==> config.mk <==
export PLATFORM = sky130hd
export DESIGN_NAME = grey_counter_n
export DESIGN_NICKNAME = d
export VERILOG_FILES = /design/src/rtl/grey_pkg.sv /design/src/rtl/grey_edge_sync.sv /design/src/rtl/grey_counter_n.sv
export SDC_FILE = /design/constraint.sdc
export NUM_CORES = 1
export LEC_CHECK = 0
export BUFFER_PORTS_ARGS = -buffer_cell sky130_fd_sc_hd__buf_2
export CORE_UTILIZATION = 45
export CTS_BUF_LIST = sky130_fd_sc_hd__clkbuf_16
export DETAILED_ROUTE_END_ITERATION = 7
export MAX_ROUTING_LAYER = met4
export PLACE_DENSITY = 0.73
export SETUP_SLACK_MARGIN = 0.05
export SLEW_MARGIN = 20
export SYNTH_ARGS = -nofsm -noshare
export SYNTH_HDL_FRONTEND = slang
export SYNTH_SLANG_ARGS = --single-unit
==> constraint.sdc <==
create_clock -name clk -period 1.4 [get_ports clk]
set_input_delay 0.21 -clock clk [delete_from_list [all_inputs] [get_ports clk]]
set_output_delay 0.21 -clock clk [all_outputs]
set_load 0.05 [all_outputs]
==> src/rtl/grey_pkg.sv <==
// Shared helpers for the Gray-code counter: width-agnostic conversions
// between binary and reflected Gray code. Callers pass the active width;
// bits above it are returned as zero.
package grey_pkg;

    localparam int GREY_MAX_WIDTH = 32;

    function automatic logic [GREY_MAX_WIDTH-1:0] f_bin2grey(
        input logic [GREY_MAX_WIDTH-1:0] bin,
        input int                        width
    );
        logic [GREY_MAX_WIDTH-1:0] mask;
        mask = (width >= GREY_MAX_WIDTH) ? '1 : ((32'd1 << width) - 32'd1);
        return (bin ^ (bin >> 1)) & mask;
    endfunction

    // Each binary bit is the XOR of all Gray bits at or above it.
    function automatic logic [GREY_MAX_WIDTH-1:0] f_gray2bin(
        input logic [GREY_MAX_WIDTH-1:0] grey,
        input int                        width
    );
        logic [GREY_MAX_WIDTH-1:0] bin;
        logic                      acc;
        bin = '0;
        acc = 1'b0;
        for (int i = GREY_MAX_WIDTH - 1; i >= 0; i--) begin
            if (i < width) begin
                acc    = acc ^ grey[i];
                bin[i] = acc;
            end else begin
                bin[i] = 1'b0;
            end
        end
        return bin;
    endfunction

endpackage

==> src/rtl/grey_edge_sync.sv <==
// Multi-stage synchroniser with rising-edge detect for one asynchronous
// step input. The chain resets to all ones so that a level already high
// when reset is released is not mistaken for a fresh edge.
module grey_edge_sync #(
    parameter int SYNC_STAGES = 3
) (
    input  logic clk,
    input  logic w_reset,
    input  logic i_async,
    output logic o_rise
);

    logic [SYNC_STAGES:0] sync_q;

    // Shift the input through the chain; bit 0 is the first sample.
    always_ff @(posedge clk) begin
        if (w_reset) begin
            sync_q <= '1;
        end else begin
            sync_q <= {sync_q[SYNC_STAGES-1:0], i_async};
        end
    end

    assign o_rise = sync_q[SYNC_STAGES-1] & ~sync_q[SYNC_STAGES];

endmodule

==> src/rtl/grey_counter_n.sv <==
// Gray-code up/down counter stepped by synchronised rising edges.
// Build option: define GREY_COUNTER_DECR_EN to enable the i_decr path
// (synchroniser, decrement, down-wrap and the incr/decr cancel rule).
// Without it the counter is up-only and i_decr is left unconnected inside.
module grey_counter_n
    import grey_pkg::*;
#(
    parameter int WIDTH       = 6,
    parameter int SYNC_STAGES = 3
) (
    input  logic             clk,
    input  logic             w_reset,
    input  logic             i_incr,
    input  logic             i_decr,
    input  logic             i_load,
    input  logic [WIDTH-1:0] i_load_val,
    output logic [WIDTH-1:0] o_grey,
    output logic [WIDTH-1:0] o_bin,
    output logic             o_step,
    output logic             o_wrap
);

    localparam logic [WIDTH-1:0] BIN_ONE = WIDTH'(1);
    localparam logic [WIDTH-1:0] BIN_MAX = '1;

    logic             inc_rise;
    logic             dec_rise;
    logic [WIDTH-1:0] grey_q, grey_next;
    logic [WIDTH-1:0] bin_q, bin_next;
    logic             step_q, step_next;
    logic             wrap_q, wrap_next;

    grey_edge_sync #(.SYNC_STAGES(SYNC_STAGES)) u_sync_incr (
        .clk     (clk),
        .w_reset (w_reset),
        .i_async (i_incr),
        .o_rise  (inc_rise)
    );

`ifdef GREY_COUNTER_DECR_EN
    grey_edge_sync #(.SYNC_STAGES(SYNC_STAGES)) u_sync_decr (
        .clk     (clk),
        .w_reset (w_reset),
        .i_async (i_decr),
        .o_rise  (dec_rise)
    );
`else
    logic unused_decr;
    assign unused_decr = i_decr;
    assign dec_rise    = 1'b0;
`endif

    // Next count: load beats steps; coincident up/down edges cancel.
    always_comb begin
        bin_next  = bin_q;
        grey_next = grey_q;
        step_next = 1'b0;
        wrap_next = 1'b0;
        if (i_load) begin
            grey_next = i_load_val;
            bin_next  = WIDTH'(f_gray2bin(GREY_MAX_WIDTH'(i_load_val), WIDTH));
            step_next = 1'b1;
        end else if (inc_rise && dec_rise) begin
            step_next = 1'b0;
        end else if (inc_rise) begin
            bin_next  = bin_q + BIN_ONE;
            grey_next = WIDTH'(f_bin2grey(GREY_MAX_WIDTH'(bin_next), WIDTH));
            step_next = 1'b1;
            wrap_next = (bin_q == BIN_MAX);
        end else if (dec_rise) begin
            bin_next  = bin_q - BIN_ONE;
            grey_next = WIDTH'(f_bin2grey(GREY_MAX_WIDTH'(bin_next), WIDTH));
            step_next = 1'b1;
            wrap_next = (bin_q == '0);
        end
    end

    // Count and pulse registers, cleared by synchronous reset.
    always_ff @(posedge clk) begin
        if (w_reset) begin
            grey_q <= '0;
            bin_q  <= '0;
            step_q <= 1'b0;
            wrap_q <= 1'b0;
        end else begin
            grey_q <= grey_next;
            bin_q  <= bin_next;
            step_q <= step_next;
            wrap_q <= wrap_next;
        end
    end

    assign o_grey = grey_q;
    assign o_bin  = bin_q;
    assign o_step = step_q;
    assign o_wrap = wrap_q;

endmodule

==> results of run 1 <==
## Yosys cell counts
| cell | n | share of area, % |
|---|---|---|
| a21boi_0 | 2 | 1.7 |
| dfxtp_1 | 17 | 37 |
| ha_1 | 1 | 1.4 |
| or2_2 | 4 | 2.8 |
| xnor2_1 | 8 | 7.7 |
| and2_2 | 1 | 0.83 |
| a311oi_1 | 1 | 0.96 |
| inv_1 | 3 | 1.2 |
| nand3b_1 | 1 | 0.83 |
| xnor3_2 | 2 | 5.2 |
| nand4_1 | 2 | 1.4 |
| xor2_1 | 4 | 3.9 |
| and4_1 | 1 | 0.96 |
| o22ai_1 | 1 | 0.69 |
| buf_4 | 1 | 0.83 |
| o21ai_0 | 3 | 1.7 |
| a2111oi_1 | 1 | 1.1 |
| a21o_1 | 2 | 1.7 |
| o32ai_1 | 1 | 0.96 |
| a221oi_1 | 2 | 1.9 |
| nor2b_1 | 1 | 0.69 |
| and3b_1 | 1 | 0.96 |
| o221ai_1 | 1 | 0.96 |
| clkbuf_1 | 8 | 3.3 |
| nand4b_1 | 1 | 0.96 |
| a21oi_1 | 5 | 2.8 |
| nand2_1 | 11 | 4.5 |
| and3_1 | 3 | 2.1 |
| nand2b_1 | 1 | 0.69 |
| nand3_1 | 1 | 0.55 |
| nor2_1 | 8 | 3.3 |
| a211oi_1 | 5 | 4.1 |
## power groups by stage
stage                     clock network (mW)  registers (mW)  logic (mW)
after floorplan                            0           0.658       0.195
after global placement                     0           0.571       0.352
after detailed placement                   0           0.574       0.361
after CTS                              0.576           0.561       0.393
after global routing                   0.594           0.567       0.454
final                                  0.565           0.561       0.425
## per-stage QoR
stage	worst slack, ns	TNS, ns	total power, mW
6_report	0.06100	0	1.551
5_1_grt	-0.001622	-0.001622	1.615
4_1_cts	0.04036	0	1.530
3_5_place_dp	-0.1891	-0.1891	0.9352
3_3_place_gp	-0.05897	-0.05897	0.9229
2_1_floorplan	-0.009079	-0.01106	0.8524
## registers in the layout, indices dropped and copies added, names as in the netlist
name / cells
o_bin: 5
o_grey: 6
o_step: 1
o_wrap: 1
u_sync_incr.sync_q: 4
## worst max path at each step
stage / startpoint / endpoint / slack, ns
6_report: o_bin[0]$_SDFFE_PP0P_ / o_grey[4]$_SDFFE_PP0P_ / 0.06
4_1_cts: o_bin[0]$_SDFFE_PP0P_ / o_grey[1]$_SDFFE_PP0P_ / 0.04
3_3_place_gp: i_load_val[5] / o_bin[0]$_SDFFE_PP0P_ / -0.06
3_5_place_dp: i_load_val[5] / o_bin[0]$_SDFFE_PP0P_ / -0.19
2_1_floorplan: o_bin[0]$_SDFFE_PP0P_ / o_grey[2]$_SDFFE_PP0P_ / -0.009
5_1_grt: o_bin[0]$_SDFFE_PP0P_ / o_grey[4]$_SDFFE_PP0P_ / -0.002
## cell type report
| cell class | instances | area (um2) |
|---|---|---|
| tap | 25 | 31.28 |
| clock buffer | 3 | 75.07 |
| timing repair buffer | 33 | 202.7 |
| clock inverter | 1 | 5.005 |
| inverter | 3 | 11.26 |
| multi-input combinational | 75 | 596.8 |
| sequential | 17 | 355.3 |
| fill | 151 | 524.3 |
## cell families (layout without fill, tap and decap cells)
kind of cell	count (synthesis)	in the layout
compound gates	24	24
fa+ha+maj	1	1
xor+xnor	14	14
buf+inv	12	40
flops	17	17
simple gates	36	36
## routing by layer
| metal | global-route usage (%) | vias to the layer above |
|---|---|---|
| li1 | - | 425 |
| met1 | 28.37 | 395 |
| met2 | 35.00 | 22 |
| met3 | 3.846 | 4 |
| met4 | 10.29 | 0 |
| met5 | - | - |
## worst max-delay path, stage by stage (launching register included)
cell     delay [ns]
dfxtp_4        0.38
ha_4           0.21
nand3_2        0.08
a21o_1         0.17
and3b_1        0.17
o32ai_2        0.24
## timing repair
action | 4_1_cts | 5_1_grt
gates resized for setup | 3 | 12
pin swaps | 1 | 6
setup buffers | 2 | 1
endpoints found under the setup margin | 4 | 8
==> impl_metrics.ini, run 1 <==
[run_status]
status = complete, no violations

[drt]
met1_length_um = 984
ant_nets = 0
drc = 0
dr.pass1.iters = 4
viasPerCell = 5.389
wl_per_cell_um = 13.83
dr_wl_met3_um = 71
num_vias = 846
routed_wl_um = 2171
highest_layer = met4
drt_iter0_markers = 3
routed-wl-met2_um = 1069

[critical_path]
worst-path-max-fanout = 7
regToRegEndpoint = o_grey[4]$_SDFFE_PP0P_
crit_required_ns = 1.56
crit_arrival_ns = 1.50
worstSetupPathType = reg2reg
ff2ff_path_depth = 5
start_kind = register
reg2reg_from = o_bin[0]$_SDFFE_PP0P_
critPathCaptureType = register
r2r_setup_slack_ns = 0.06

[yosys]
synthCells = 104
yosys.area_share.simple_pct = 20.52
muxShareOfSynthArea_pct = 0
ys_types = 32
synth_area_per_cell_um2 = 8.734
seq_area_frac_synth_pct = 37.47
syn_nets = 116
synth_compound_area_share_pct = 18.46
synth_adder_area_share_pct = 1.377
syn_area_um2 = 908.4
synth_xor_area_share_pct = 16.80
ys_ff_latch = 17
synth_top_family_by_area = simple AND/OR/NAND/NOR gates
yosysWarnings = 0

[layout]
antenna_cells = 0
area_growth_pct = 40.63
final_nets = 145
final_util_pct = 70.90
final_common_cell = buf_2
stdcell_count = 157
drive_above_1_share_pct = 44.70
fin_area_um2 = 1277
final_cell_mix = buf_2, dfxtp_1, nand2_1, buf_4, nor2_1

[grt]
antenna_found_initial = 0
grt_max_degree = 19
overflow = 0
grt_pass1_wl_um = 3298
grt_usage_pct = 22.50
grt_pass1_vias = 730

[clock_network]
cts_tree = done
cts-root-buf = clkbuf_16
clock_sinks = 17
numCtsBuffers = 3
htree_num_levels = 1
clockBufferDepth = 2
clk_latency_ns = 0.25
cts_hold_buf = 0
path_clk_slew_ns = 0.05

[die]
core-area_um2 = 1802
ios = 25
start_util_pct = 50.42
fp.dieH_um = 46.93
die_w_um = 46.93
rows = 15
die_area_um2 = 2202

[placement]
hpwl_um = 1471
place_congestion = 0.8035
placed_cell_area_um2 = 1102
placed_cells = 150
port_buffers = 23

[pwr]
p_sw_uw = 468.9
p_leak_nw = 0.5589
clockPowerShare_pct = 36.4
vdd_drop_max_uv = 1008
p_sw_share_pct = 30.23
p_seq_share_pct = 36.2
p_int_mw = 1.082
powerDensity_nw_per_um2 = 1214
pwr-share-comb_pct = 27.4

[timing]
worstMarginPinSlew_ns = 0.3518
slew_headroom_pct = 76.55
finalClockSkew_ns = 0.001155
hold-worst-slack_ns = 0.1436
rsz0062_at_grt = yes
fin_crit_sh_pct = 95.64
fin_crit_ns = 1.339
hold_viol_final = 0
maxSlewViolCount = 0
final-setup-viol-count = 0
fmax_mhz = 746.8

[worst_hold_path]
min_path_type = in2reg
hold_depth = 2
hp-start = i_incr
whs_endpoint = u_sync_incr.sync_q[0]$_SDFF_PP1_

[flow_run]
max_cap_viol_count = 0
(Power assumes the default switching activity.)
==> inputs of run 2 (changes only) <==
--- a/config.mk
+++ b/config.mk
@@ -11,6 +11,7 @@
 export DETAILED_ROUTE_END_ITERATION = 7
 export MAX_ROUTING_LAYER = met4
 export PLACE_DENSITY = 0.73
+export REMOVE_ABC_BUFFERS = 1
 export SETUP_SLACK_MARGIN = 0.05
 export SLEW_MARGIN = 20
 export SYNTH_ARGS = -nofsm -noshare
==> run 2 against run 1 <==
Wire length grew 1.8%. Global-route usage grew 1.2 points. Worst hold slack gained 0.0065 ns. Non-clock buffer count grew 3. Final cell count grew 1.9%. Combinational power shrank 3%. Final area shrank 3.5%. Die area is the same. Critical path depth shrank 3. Largest power group unchanged.
==> impl_metrics.ini, run 2 (synthesis gave the netlist of run 1 again) <==
[run_status]
status = complete, no violations

[placement]
hpwl_um = 1584
port_buffers = 23
place_congestion = 0.8674
dp_slack_ns = -0.09890
placed_cell_area_um2 = 1107

[timing]
worst_slack_ns = 0.05984
slew_headroom_pct = 79.94
hold_viol_final = 0
rsz0062_at_grt = yes
final-setup-viol-count = 0
maxSlewViolCount = 0
finalClockSkew_ns = 0.003091
fin_crit_sh_pct = 95.73
final.setup.tns_ns = 0
fmax_mhz = 746.2
worstMarginPinSlew_ns = 0.3009
fin_crit_ns = 1.340

[grt]
grt_usage_pct = 23.69
overflow = 0
antenna_found_initial = 0
grt_pass1_wl_um = 3450
grt_pass1_vias = 742
grt_max_degree = 19

[critical_path]
worstSetupPathType = reg2out
ff2ff_path_depth = 5
critPathCaptureType = output port
startpoint = o_bin[3]$_SDFFE_PP0P_
crit_end = o_bin[3]
worst-path-max-fanout = 6
r2r_setup_slack_ns = 0.10
crit_arrival_ns = 1.13
reg2reg_from = o_bin[0]$_SDFFE_PP0P_
crit_required_ns = 1.19
start_kind = register
regToRegEndpoint = o_grey[1]$_SDFFE_PP0P_

[die]
start_util_pct = 50.42
fp.dieH_um = 46.93
core-area_um2 = 1802
rows = 15
die_area_um2 = 2202
die_w_um = 46.93
ios = 25

[drt]
viasPerCell = 5.275
drc = 0
num_vias = 844
wl_per_cell_um = 13.81
ant_nets = 0
dr.pass1.iters = 4
routed_wl_um = 2209
drt_iter0_markers = 10

[pwr]
p_leak_nw = 0.5426
powerDensity_nw_per_um2 = 1235
vdd_drop_max_uv = 1107

[layout]
antenna_cells = 0
fin_area_um2 = 1232
final_util_pct = 68.40
final_cell_mix = buf_2, dfxtp_1, buf_4, nand2_1, nor2_1
final_nets = 148
final_common_cell = buf_2
largest_reg_flops = 6
area_growth_pct = 35.67
drive_above_1_share_pct = 40.00

[clock_network]
path_clk_slew_ns = 0.05
clk_latency_ns = 0.25
htree_num_levels = 1
cts-root-buf = clkbuf_16
numCtsBuffers = 3
cts_hold_buf = 0
clock_sinks = 17
cts_tree = done
clockBufferDepth = 2

[flow_run]
max_cap_viol_count = 0

[worst_hold_path]
hp-start = i_incr
min_path_type = in2reg
## run 2: changes by cell type in the layout (fill, tap and decap cells not counted), sizes merged
cell / before / now
buf: 33 / 36
clkinv: 1 / 0
inv: 3 / 4
## run 2: per-stage QoR
| step | total power, mW | cells | hold WS, ns |
|---|---|---|---|
| floorplan | 0.8154 | 95 | 0.2791 |
| global placement | 0.9381 | 155 | 0.3905 |
| detailed placement | 0.9482 | 155 | 0.3981 |
| CTS | 1.518 | 160 | 0.1479 |
| global route | 1.587 | 160 | 0.1683 |
| finish | 1.522 | 160 | 0.1501 |
## run 2: what timing repair did
action                     CTS  global route
setup buffers                1             0
setup endpoints to repair    7             8
resized for setup            6             5
pin swaps                    1             3
## run 2: critical path, cell delays in order, from the launching register on
cell and delay, ns:
dfxtp_1 0.46, buf_4 0.17, buf_2 0.25
## run 2: layout make-up
type | count | area (um2)
sequential | 17 | 344.1
clock buffer | 3 | 75.07
clock inverter | 1 | 3.754
timing repair buffer | 36 | 212.7
inverter | 3 | 11.26
multi-input combinational | 75 | 554.3
tap | 25 | 31.28
fill | 162 | 569.3
## run 2: report_power, final
part | switching [mW] | internal, mW
Combinational | 0.242 | 0.172
Sequential | 0.0314 | 0.519
Clock | 0.178 | 0.379
## run 2: worst min-delay path by stage
stage / end / slack, ns / cells after the start
detailed placement: u_sync_incr.sync_q[2]$_SDFF_PP1_ / 0.40 / 1
CTS: u_sync_incr.sync_q[0]$_SDFF_PP1_ / 0.15 / 2
floorplan: o_step$_SDFF_PP0_ / 0.28 / 1
global placement: u_sync_incr.sync_q[1]$_SDFF_PP1_ / 0.39 / 1
finish: u_sync_incr.sync_q[0]$_SDFF_PP1_ / 0.15 / 2
global route: u_sync_incr.sync_q[0]$_SDFF_PP1_ / 0.17 / 2
## run 2: per-layer routing
layer / part of all wire, % / wire length [um] / track usage [%] / vias to the layer above
li1: - / - / - / 423
met1: 44 / 979 / 28.47 / 400
met2: 50 / 1115 / 39.72 / 17
met3: 3.2 / 70 / 2.308 / 4
met4: 2.0 / 44 / 10.86 / 0
met5: 0 / 0 / - / -
